### src/rtl/hilo_unit_pkg.sv
// Shared HI/LO definitions: FSM state encodings and default sizing.
// Latency: n/a (constants only).
// Backpressure: n/a.
package hilo_unit_pkg;

  // Default datapath width and radix-2 divide iteration count
  localparam int HILO_WIDTH_DEF    = 32;
  localparam int HILO_DIV_ITER_DEF = 32;

  // HI/LO control FSM state encodings
  localparam logic [1:0] HILO_IDLE     = 2'd0;
  localparam logic [1:0] HILO_DIV_RUN  = 2'd1;
  localparam logic [1:0] HILO_DIV_DONE = 2'd2;

endpackage

### src/rtl/hilo_unit_div_radix2.sv
// Restoring radix-2 unsigned divider on magnitudes; one quotient bit per cycle.
// Latency: DIV_ITER cycles after start; done and results are combinational in the last one.
// Backpressure: none; abort drops an in-flight divide at the next edge.
//
// Ports:
//   clk, resetn          clock, async active-low reset
//   start                latch dividend/divisor and begin iterating
//   abort                abandon the running divide
//   dividend, divisor    unsigned magnitudes
//   quotient, remainder  unsigned results, valid while done=1
//   done                 high during the final iteration cycle
module hilo_unit_div_radix2
  import hilo_unit_pkg::*;
#(
  parameter int WIDTH    = HILO_WIDTH_DEF,
  parameter int DIV_ITER = HILO_DIV_ITER_DEF
) (
  input  logic             clk,
  input  logic             resetn,
  input  logic             start,
  input  logic             abort,
  input  logic [WIDTH-1:0] dividend,
  input  logic [WIDTH-1:0] divisor,
  output logic [WIDTH-1:0] quotient,
  output logic [WIDTH-1:0] remainder,
  output logic             done
);

  localparam int CW = (DIV_ITER > 1) ? $clog2(DIV_ITER) : 1;
  localparam logic [CW-1:0] LAST = CW'(DIV_ITER - 1);

  logic [WIDTH-1:0] q_r;    // dividend shifting out, quotient shifting in
  logic [WIDTH-1:0] r_r;    // partial remainder
  logic [WIDTH-1:0] d_r;    // divisor
  logic [CW-1:0]    cnt_r;
  logic             run_r;

  logic [WIDTH:0]   trial;
  logic             ge;
  logic [WIDTH-1:0] r_nx;
  logic [WIDTH-1:0] q_nx;

  // Trial value is one bit wider than the remainder so a divisor with its
  // MSB set still compares correctly; the restored result always fits WIDTH.
  always_comb begin
    trial = {r_r, q_r[WIDTH-1]};
    ge    = (trial >= {1'b0, d_r});
    r_nx  = ge ? (trial[WIDTH-1:0] - d_r) : trial[WIDTH-1:0];
    q_nx  = {q_r[WIDTH-2:0], ge};
  end

  assign done      = run_r && (cnt_r == LAST);
  assign quotient  = q_nx;
  assign remainder = r_nx;

  always_ff @(posedge clk or negedge resetn) begin
    if (!resetn) begin
      q_r   <= '0;
      r_r   <= '0;
      d_r   <= '0;
      cnt_r <= '0;
      run_r <= 1'b0;
    end else if (abort) begin
      run_r <= 1'b0;
      cnt_r <= '0;
    end else if (start) begin
      q_r   <= dividend;
      r_r   <= '0;
      d_r   <= divisor;
      cnt_r <= '0;
      run_r <= 1'b1;
    end else if (run_r) begin
      q_r <= q_nx;
      r_r <= r_nx;
      if (done) begin
        run_r <= 1'b0;
        cnt_r <= '0;
      end else begin
        cnt_r <= cnt_r + 1'b1;
      end
    end
  end

endmodule

### src/rtl/hilo_unit.sv
// Execute-stage HI/LO block: MTHI/MTLO, MFHI/MFLO, 1-cycle MULT(U), iterative DIV(U).
// Latency: MT/MULT write at the next edge; DIV writes after 1 + DIV_ITER stalled cycles.
// Backpressure: stall is raised combinationally in the divide start cycle and held while running.
//
// Ports:
//   clk, resetn            clock, async active-low reset
//   flush                  kill the execute instruction (aborts a running divide)
//   hilowrite/hilodst      MT request, 1 = HI, 0 = LO; data on wdata
//   hiloToReg/hilosrc      MF read qualifier and HI/LO select for hilo_rdata
//   mult_start/div_start   issue MULT(U) / DIV(U); is_signed selects the variant
//   src_a, src_b           rs / rt operands
//   hilo_rdata             selected register, 0 when not reading
//   hi_o, lo_o             registered HI and LO
//   stall, busy            pipeline freeze / divider running
module hilo_unit
  import hilo_unit_pkg::*;
#(
  parameter int WIDTH    = HILO_WIDTH_DEF,
  parameter int DIV_ITER = HILO_DIV_ITER_DEF
) (
  input  logic             clk,
  input  logic             resetn,
  input  logic             flush,
  input  logic             hilowrite,
  input  logic             hilodst,
  input  logic             hiloToReg,
  input  logic             hilosrc,
  input  logic [WIDTH-1:0] wdata,
  input  logic             mult_start,
  input  logic             div_start,
  input  logic             is_signed,
  input  logic [WIDTH-1:0] src_a,
  input  logic [WIDTH-1:0] src_b,
  output logic [WIDTH-1:0] hilo_rdata,
  output logic [WIDTH-1:0] hi_o,
  output logic [WIDTH-1:0] lo_o,
  output logic             stall,
  output logic             busy
);

  logic [1:0]       state_r;
  logic [1:0]       state_nx;
  logic [WIDTH-1:0] hi_r;
  logic [WIDTH-1:0] lo_r;

  // Sign-correction context captured when the divide starts
  logic             neg_q_r;
  logic             neg_r_r;
  logic             dbz_r;
  logic [WIDTH-1:0] a_raw_r;

  logic             accept;
  logic             div_go;
  logic             mult_go;
  logic             mt_go;
  logic             div_commit;
  logic             div_abort;
  logic             running;

  logic [WIDTH-1:0]   a_mag;
  logic [WIDTH-1:0]   b_mag;
  logic [2*WIDTH-1:0] a_ext;
  logic [2*WIDTH-1:0] b_ext;
  logic [2*WIDTH-1:0] prod;

  logic [WIDTH-1:0] q_mag;
  logic [WIDTH-1:0] r_mag;
  logic             div_done;
  logic [WIDTH-1:0] q_fix;
  logic [WIDTH-1:0] r_fix;

  assign running = (state_r == HILO_DIV_RUN);

  // New requests are taken in IDLE and DIV_DONE; a flushed instruction does nothing.
  // Priority: divide over multiply over MT write.
  assign accept  = !running && !flush;
  assign div_go  = accept && div_start;
  assign mult_go = accept && mult_start && !div_start;
  assign mt_go   = accept && hilowrite && !div_start && !mult_start;

  // A flush arriving in the last iteration still wins: nothing is committed.
  assign div_abort  = running && flush;
  assign div_commit = running && div_done && !flush;

  assign stall = running || div_go;
  assign busy  = running;

  // Operand magnitudes for the unsigned divider core
  always_comb begin
    a_mag = (is_signed && src_a[WIDTH-1]) ? -src_a : src_a;
    b_mag = (is_signed && src_b[WIDTH-1]) ? -src_b : src_b;
  end

  // Full-width product: extend both operands to 2*WIDTH so the truncated
  // product is exact for both signed and unsigned interpretations.
  always_comb begin
    a_ext = is_signed ? {{WIDTH{src_a[WIDTH-1]}}, src_a} : {{WIDTH{1'b0}}, src_a};
    b_ext = is_signed ? {{WIDTH{src_b[WIDTH-1]}}, src_b} : {{WIDTH{1'b0}}, src_b};
    prod  = a_ext * b_ext;
  end

  hilo_unit_div_radix2 #(
    .WIDTH    (WIDTH),
    .DIV_ITER (DIV_ITER)
  ) u_div (
    .clk       (clk),
    .resetn    (resetn),
    .start     (div_go),
    .abort     (div_abort),
    .dividend  (a_mag),
    .divisor   (b_mag),
    .quotient  (q_mag),
    .remainder (r_mag),
    .done      (div_done)
  );

  // Divide by zero bypasses sign correction: LO all ones, HI the raw dividend.
  // The most-negative / -1 case needs no special handling: its magnitude
  // quotient negates back onto itself.
  always_comb begin
    if (dbz_r) begin
      q_fix = '1;
      r_fix = a_raw_r;
    end else begin
      q_fix = neg_q_r ? -q_mag : q_mag;
      r_fix = neg_r_r ? -r_mag : r_mag;
    end
  end

  always_comb begin
    state_nx = state_r;
    case (state_r)
      HILO_IDLE, HILO_DIV_DONE: state_nx = div_go ? HILO_DIV_RUN : HILO_IDLE;
      HILO_DIV_RUN: begin
        if (flush)         state_nx = HILO_IDLE;
        else if (div_done) state_nx = HILO_DIV_DONE;
        else               state_nx = HILO_DIV_RUN;
      end
      default:             state_nx = HILO_IDLE;
    endcase
  end

  always_ff @(posedge clk or negedge resetn) begin
    if (!resetn) begin
      state_r <= HILO_IDLE;
      neg_q_r <= 1'b0;
      neg_r_r <= 1'b0;
      dbz_r   <= 1'b0;
      a_raw_r <= '0;
    end else begin
      state_r <= state_nx;
      if (div_go) begin
        neg_q_r <= is_signed && (src_a[WIDTH-1] ^ src_b[WIDTH-1]);
        neg_r_r <= is_signed && src_a[WIDTH-1];
        dbz_r   <= (src_b == '0);
        a_raw_r <= src_a;
      end
    end
  end

  always_ff @(posedge clk or negedge resetn) begin
    if (!resetn) begin
      hi_r <= '0;
      lo_r <= '0;
    end else if (div_commit) begin
      lo_r <= q_fix;
      hi_r <= r_fix;
    end else if (mult_go) begin
      hi_r <= prod[2*WIDTH-1:WIDTH];
      lo_r <= prod[WIDTH-1:0];
    end else if (mt_go) begin
      if (hilodst) hi_r <= wdata;
      else         lo_r <= wdata;
    end
  end

  // No same-cycle bypass: reads see the registered values only
  assign hilo_rdata = hiloToReg ? (hilosrc ? hi_r : lo_r) : '0;
  assign hi_o       = hi_r;
  assign lo_o       = lo_r;

endmodule

### config.mk
export PLATFORM = sky130hd
export DESIGN_NAME = hilo_unit
export DESIGN_NICKNAME = d
export VERILOG_FILES = /design/src/rtl/hilo_unit_pkg.sv /design/src/rtl/hilo_unit_div_radix2.sv /design/src/rtl/hilo_unit.sv
export SDC_FILE = /design/constraint.sdc
export NUM_CORES = 2
export LEC_CHECK = 0
export BUFFER_PORTS_ARGS = -buffer_cell sky130_fd_sc_hd__buf_2
export CORE_AREA = 2 2 334 402
export DETAILED_ROUTE_END_ITERATION = 8
export DIE_AREA = 0 0 336 404
export SLEW_MARGIN = 20
export SYNTH_ARGS = -nofsm -noshare
export SYNTH_HDL_FRONTEND = slang
export SYNTH_SLANG_ARGS = --single-unit
### constraint.sdc
create_clock -name clk -period 8.67 [get_ports clk]
set_input_delay 0.867 -clock clk [delete_from_list [all_inputs] [get_ports clk]]
set_output_delay 0.867 -clock clk [all_outputs]
set_load 0.1 [all_outputs]
# --- Word level (Yosys, flattened, before mapping) ---
# Index checks and enable logic that the tools add are counted.
word_totals:
  ff_bits: 203
  input_bits: 106
  out_inout_bits: 98
  elab_cells: 91
classes:
  n_addsub: 6
  n_mul: 1
  n_lt_le_gt_ge: 1
  eq_ne: 4
  n_mux: 35
  bitwise_logic: 2
  reduce_logical: 30
op_table:
  columns: ["op", "n"]
  rows:
  - ["32-bit two-way mux", 21]
  - ["64-bit two-way mux", 2]
  - ["32-bit negator", 4]
  - ["64-bit by 64-bit multiplier with 64-bit output", 1]
  - ["33-bit by 32-bit >= comparator with 1-bit output", 1]
  - ["32-bit logical NOT", 1]
  - ["32-bit subtractor", 1]
  - ["5-bit two-way mux", 4]
  - ["1-bit logical AND", 14]
  - ["3-bit nonzero test", 3]
  - ["2-bit AND reduction", 4]
  - ["5-bit by 1-bit adder with 5-bit output (second input constant)", 1]
  - ["5-bit == test (second input constant)", 1]
  - ["1-bit two-way mux", 5]
  - ["1-bit logical NOT", 4]
  - ["2-bit two-way mux", 2]
  - ["2-bit one-hot mux with 2 select lines", 1]
  - ["3-bit by 1-bit inequality test with 1-bit output (second input constant)", 1]
  - ["2-bit by 1-bit == test with 1-bit output (second input constant)", 1]
  - ["2-bit == test (second input constant)", 1]
  - ["2-bit logical NOT", 1]
  - ["2-bit nonzero test", 1]
  - ["2-bit OR reduction", 1]
  - ["1-bit logical OR", 1]
  - ["2 further kinds", 2]

# --- Logic depth before layout (Yosys ltp) ---
depth:
  depth_word: 9
  ltp_mapped: 39
  depth_no_buf: 34

# --- By module ---
# Synthesis repeated with hierarchy kept, for this count alone.
hier_totals:
  hier_cells: 6902
  hier_area_um2: 62718.9
modules_own_cells:
  columns: ["mod", "n_inst", "cells_per_inst", "area_each_um2", "seq_area_each_um2"]
  rows:
  - ["hilo_unit", 1, 6173, 55987.4, 2527.4]
  - ["hilo_unit_div_radix2", 1, 729, 6731.5, 2552.4]

# --- Worst setup path after synthesis ---
# No wires, ideal clock.
synth_path:
  path_kind: "in2reg"
  from: "in is_signed"
  to: "reg hi_r[29], in the netlist hi_o[29]"
  setup_ps: 71
  arrival_time_ps: 9911
  required_ps: 8599
  slack_ps: -1312
  stages: 34
  n_path_buf: 4
  cell_sequence: "and2_1 > clkbuf_1 > clkbuf_1 > buf_1 > nand2_1 > fa_1 > inv_1 > fa_1 > fa_1 > inv_1 > fa_1 > inv_1 > fa_1 > fa_1 > fa_1 > fa_1 > fa_1 > inv_1 > fa_1 > inv_1 > ha_1 > clkbuf_1 > a21o_1 > a21oi_1 > o21bai_1 > a21o_1 > a21o_1 > a21o_1 > a21oi_1 > nand3_1 > o211ai_1 > o21ai_0 > a31oi_1 > a32o_1"
synth_via:
  elab_chain_len: 4
  word_cells_on_any_way: 5
  classes_between: "mul (1); mux (4)"
synth_rtl:
  columns: ["element", "line_no", "rtl"]
  rows:
  - ["start, declared", "hilo_unit.sv:31", "input logic is_signed,"]
  - ["64-bit two-way mux (on tied branches)", "hilo_unit.sv:97, hilo_unit.sv:98", null]
  - ["64-bit by 64-bit multiplier with 64-bit output (*)", "hilo_unit.sv:99", "prod = a_ext * b_ext;"]
  - ["32-bit two-way mux (*)", "hilo_unit.sv:168", "end else if (mult_go) begin"]
  - ["32-bit two-way mux (*)", "hilo_unit.sv:165", "end else if (div_commit) begin"]
  - ["end signal, assigned", "hilo_unit.sv:167", "hi_r <= r_fix;"]
  - ["end signal, assigned", "hilo_unit.sv:169", "hi_r <= prod[2*WIDTH-1:WIDTH];"]
  - ["end signal, assigned", "hilo_unit.sv:172", "if (hilodst) hi_r <= wdata;"]
  - ["end, declared", "hilo_unit.sv:43", "logic [WIDTH-1:0] hi_r;"]
# Mark *: on every way between the ends. The rest lies on a longest branch, timed or not.
# A chain may end at the register's enable or synchronous reset.

# --- Worst setup path after layout ---
# Ends and elaborated chain as after synthesis.

==> flow_summary_export.csv <==
group,metric,value,unit
floorplan,core_area,132000,µm²
critical_path,critical-path-max-stage-delay,590,ps
floorplan,die_y,404,µm
placed_design,io_buffers,203,
grt,grt_overflow,0,
final_layout,seqCellArea,5080,µm²
detailed_routing,top_layer,"met5",
clock_tree,numCtsBuffers,23,
grt,track_usage,0.321,
sta,setup_viol,18,
detailed_routing,drtIter0Drc,3376,
critical_path,crit_path_end_kind,"flip-flop",
clock_tree,hold_buffers,0,
final_layout,syn_to_final_growth,16.5,%
critical_path,cp_data_arrival_time,9250,ps
final_layout,multi_input_area,51600,µm²
placed_design,place_congestion,0.981,
yosys,synth_fp_nets,8908,
final_layout,final_cell_mix,"1523 x inv_1, 1353 x fa_1, 854 x nand2_1, 634 x buf_4, 555 x and2_1",
sta,finClkSkew,16.3,ps
sta,max_freq,0.113,GHz
sta,fin_crit,8840,ps
clock_tree,clock_sinks,203,
critical_path,reg2reg_to,"lo_o[28]$_DFFE_PN0P_",
yosys,ys_seq_area_frac,0.0809,
detailed_routing,wire_per_inst,22.8,µm
sta,fin_tns_setup,-1510,ps
detailed_routing,viasPerCell,5.34,
sta,rsz0062_at_grt,"true",
clock_tree,cts_root_buf,"clkbuf_16",
grt,grt_max_degree,89,
sta,tightest_slew,1090,ps
outcome,failed_checks,"setup timing",
critical_path,r2r-start,"u_div.d_r[14]$_DFFE_PN0P_",
sta,worst_slack,-171,ps
final_layout,num-fill-cells,12118,
final_layout,finalNetCount,9445,
grt,grt_pass1_wl,328000,µm
clock_tree,cts_tree,"yes",
critical_path,crit_path_frequent_cell,"fa_1",
critical_path,r2r_cells,19,
detailed_routing,wirelength,214000,µm
critical_path,crit_type,"in -> reg",
sta,drv_slew,0,
min_path,hold_path_class,"in -> async",
yosys,synth.distinct_cells,93,
yosys,syn_area_per_cell,8.93,µm²
floorplan,ios,204,
yosys,synth_edf_count,0,
yosys,synth_warnings,0,
critical_path,crit_slowest_cell,"fa_1",
sta,timing.final.crit_share,1.02,
detailed_routing,vias,50058,
critical_path,required,9080,ps
detailed_routing,drc,0,
placed_design,dpl_cell_area,70300,µm²
final_layout,final_common_cell,"inv_1",
yosys,syn_area,62800,µm²
grt,antenna_found_initial,13,
critical_path,start_kind,"input port",
final_layout,final_layout_size_suffix_gt1_frac,0.172,
placed_design,dp_hpwl,183000,µm
critical_path,crit_buf_inv,13,
job,cap_violations,0,
critical_path,ff2ff_setup_slack,2470,ps
floorplan,die_x,336,µm
detailed_routing,wl_met2,106000,µm
final_layout,design_area,73200,µm²
grt,grt_pass1_vias,54439,
critical_path,crit_fanout,6,
clock_tree,clk_latency,540,ps
yosys,async_flop_share,1.00,
placed_design,dp_slack,-1070,ps
floorplan,die-area,136000,µm²
critical_path,critPathTopFamily,"adder cells",
sta,relSlewSlack,0.272,
floorplan,rows,146,
yosys,synth_flop_cell,"dfrtp_1",
detailed_routing,drtPass1Iterations,5,
critical_path,worst-path-stages,35,
outcome,status,"finished with violations",
yosys,synthCells,7035,
detailed_routing,drt-met1-wl,84300,µm
detailed_routing,ant_nets,0,
floorplan,start_util,0.477,
clock_tree,clock_path_buffers,3,
clock_tree,htree_levels,1,
clock_tree,clk_pin_slew,70,ps
yosys,ys_ff_latch,203,
detailed_routing,wl_met3,11700,µm
sta,hold_violations,0,
cell type report:
type,instances,share of cell area
Sequential cell,203,0.0694
Multi-Input combinational cell,4835,0.705
Inverter,1582,0.0815
Antenna cell,11,0.000376
Tap cell,1776,0.0304
Timing Repair Buffer,927,0.104
Clock buffer,30,0.00864
Clock inverter,9,0.000752
timing repair:
item / in CTS / in global routing
setup endpoints to repair: 35 / 40
pin swaps: 102 / 137
buffers inserted: 28 / 25
gates cloned: 0 / 2
resized for setup: 181 / 272
state kept, by name (all words and copies together), names as in the netlist:
| name | count |
|---|---|
| u_div.q_r | 32 |
| u_div.run_r | 1 |
| neg_q_r | 1 |
| neg_r_r | 1 |
| a_raw_r | 32 |
| u_div.d_r | 32 |
| u_div.cnt_r | 5 |
| lo_o | 32 |
| dbz_r | 1 |
| u_div.r_r | 32 |
| hi_o | 32 |
| state_r | 2 |
through the flow:
| stage | utilization | hold slack [ps] | instances |
|---|---|---|---|
| 2_1_floorplan | - | 437 | 7035 |
| 3_3_place_gp | 0.534 | 458 | 9273 |
| 3_5_place_dp | 0.534 | 463 | 9273 |
| 4_1_cts | 0.545 | 376 | 9339 |
| 5_1_grt | 0.555 | 402 | 9364 |
| 6_report | 0.556 | 352 | 9373 |
synthesized netlist by cell type (6+ instances only):
cell type | count | area, µm²
xnor2_1 | 165 | 1450
o221ai_1 | 8 | 70.1
a21o_1 | 76 | 571
o21a_1 | 18 | 135
nor4_1 | 21 | 131
o22ai_1 | 19 | 119
clkbuf_1 | 362 | 1360
nand3_1 | 34 | 170
or2_2 | 7 | 43.8
dfrtp_1 | 203 | 5080
a221oi_1 | 12 | 105
a31o_2 | 10 | 87.6
or4_1 | 14 | 105
a41oi_1 | 6 | 52.6
buf_2 | 7 | 35.0
a21oi_1 | 227 | 1140
nand2b_1 | 23 | 144
and3_1 | 41 | 257
nor2b_1 | 50 | 313
fa_1 | 1420 | 28400
mux2i_1 | 68 | 681
and2_1 | 567 | 3550
nand4_1 | 23 | 144
xor2_1 | 87 | 762
o21bai_1 | 16 | 120
nor2_1 | 167 | 627
nand2_1 | 874 | 3280
inv_1 | 1580 | 5930
buf_1 | 43 | 161
o21ai_0 | 271 | 1360
o31ai_1 | 27 | 203
a211oi_1 | 25 | 188
nor3_1 | 37 | 185
a31oi_1 | 23 | 144
o211ai_1 | 20 | 150
ha_1 | 347 | 4340
or3_1 | 15 | 93.8
o41ai_1 | 11 | 96.3
how the worst max path moves through the flow:
stage / start / slack, ps / to
after floorplan: is_signed / -460 / hi_o[29]$_DFFE_PN0P_
after global placement: src_a[18] / -1100 / hi_o[29]$_DFFE_PN0P_
after CTS: src_a[31] / -200 / hi_o[29]$_DFFE_PN0P_
after detailed placement: src_a[18] / -1070 / hi_o[26]$_DFFE_PN0P_
after global routing: is_signed / -390 / hi_o[29]$_DFFE_PN0P_
final: is_signed / -170 / hi_o[29]$_DFFE_PN0P_
worst reg2reg max path, stage by stage (launching register included):
cell	delay, ps
dfrtp_1	340
inv_1	80
ha_1	410
a211oi_1	310
o21bai_2	150
a31oi_1	280
o21ai_0	360
o21ai_2	600
nand2_4	110
inv_4	260
ha_1	270
nand3b_1	190
or4_1	570
or2_2	340
or4_1	440
or4_1	490
o21ai_0	220
xnor2_1	120
o21ai_0	370
o21ai_0	130
kinds of logic after synthesis:
kind of cell | synth area share
buffers and inverters | 0.120
and+or+nand+nor | 0.149
adders and majority gates | 0.522
AOI/OAI and AO/OA | 0.0826
xor gates and xnor gates | 0.0351
DFF | 0.0809
muxes | 0.0110
per-layer routing:
layer,vias up,global-route usage
li1,22182,-
met1,25874,0.405
met2,1576,0.555
met3,422,0.0321
met4,4,0.149
met5,-,0
Power is left out: the tool's default activity adds up to more than one toggle a clock period on the data nets, which glitch-free logic cannot reach.
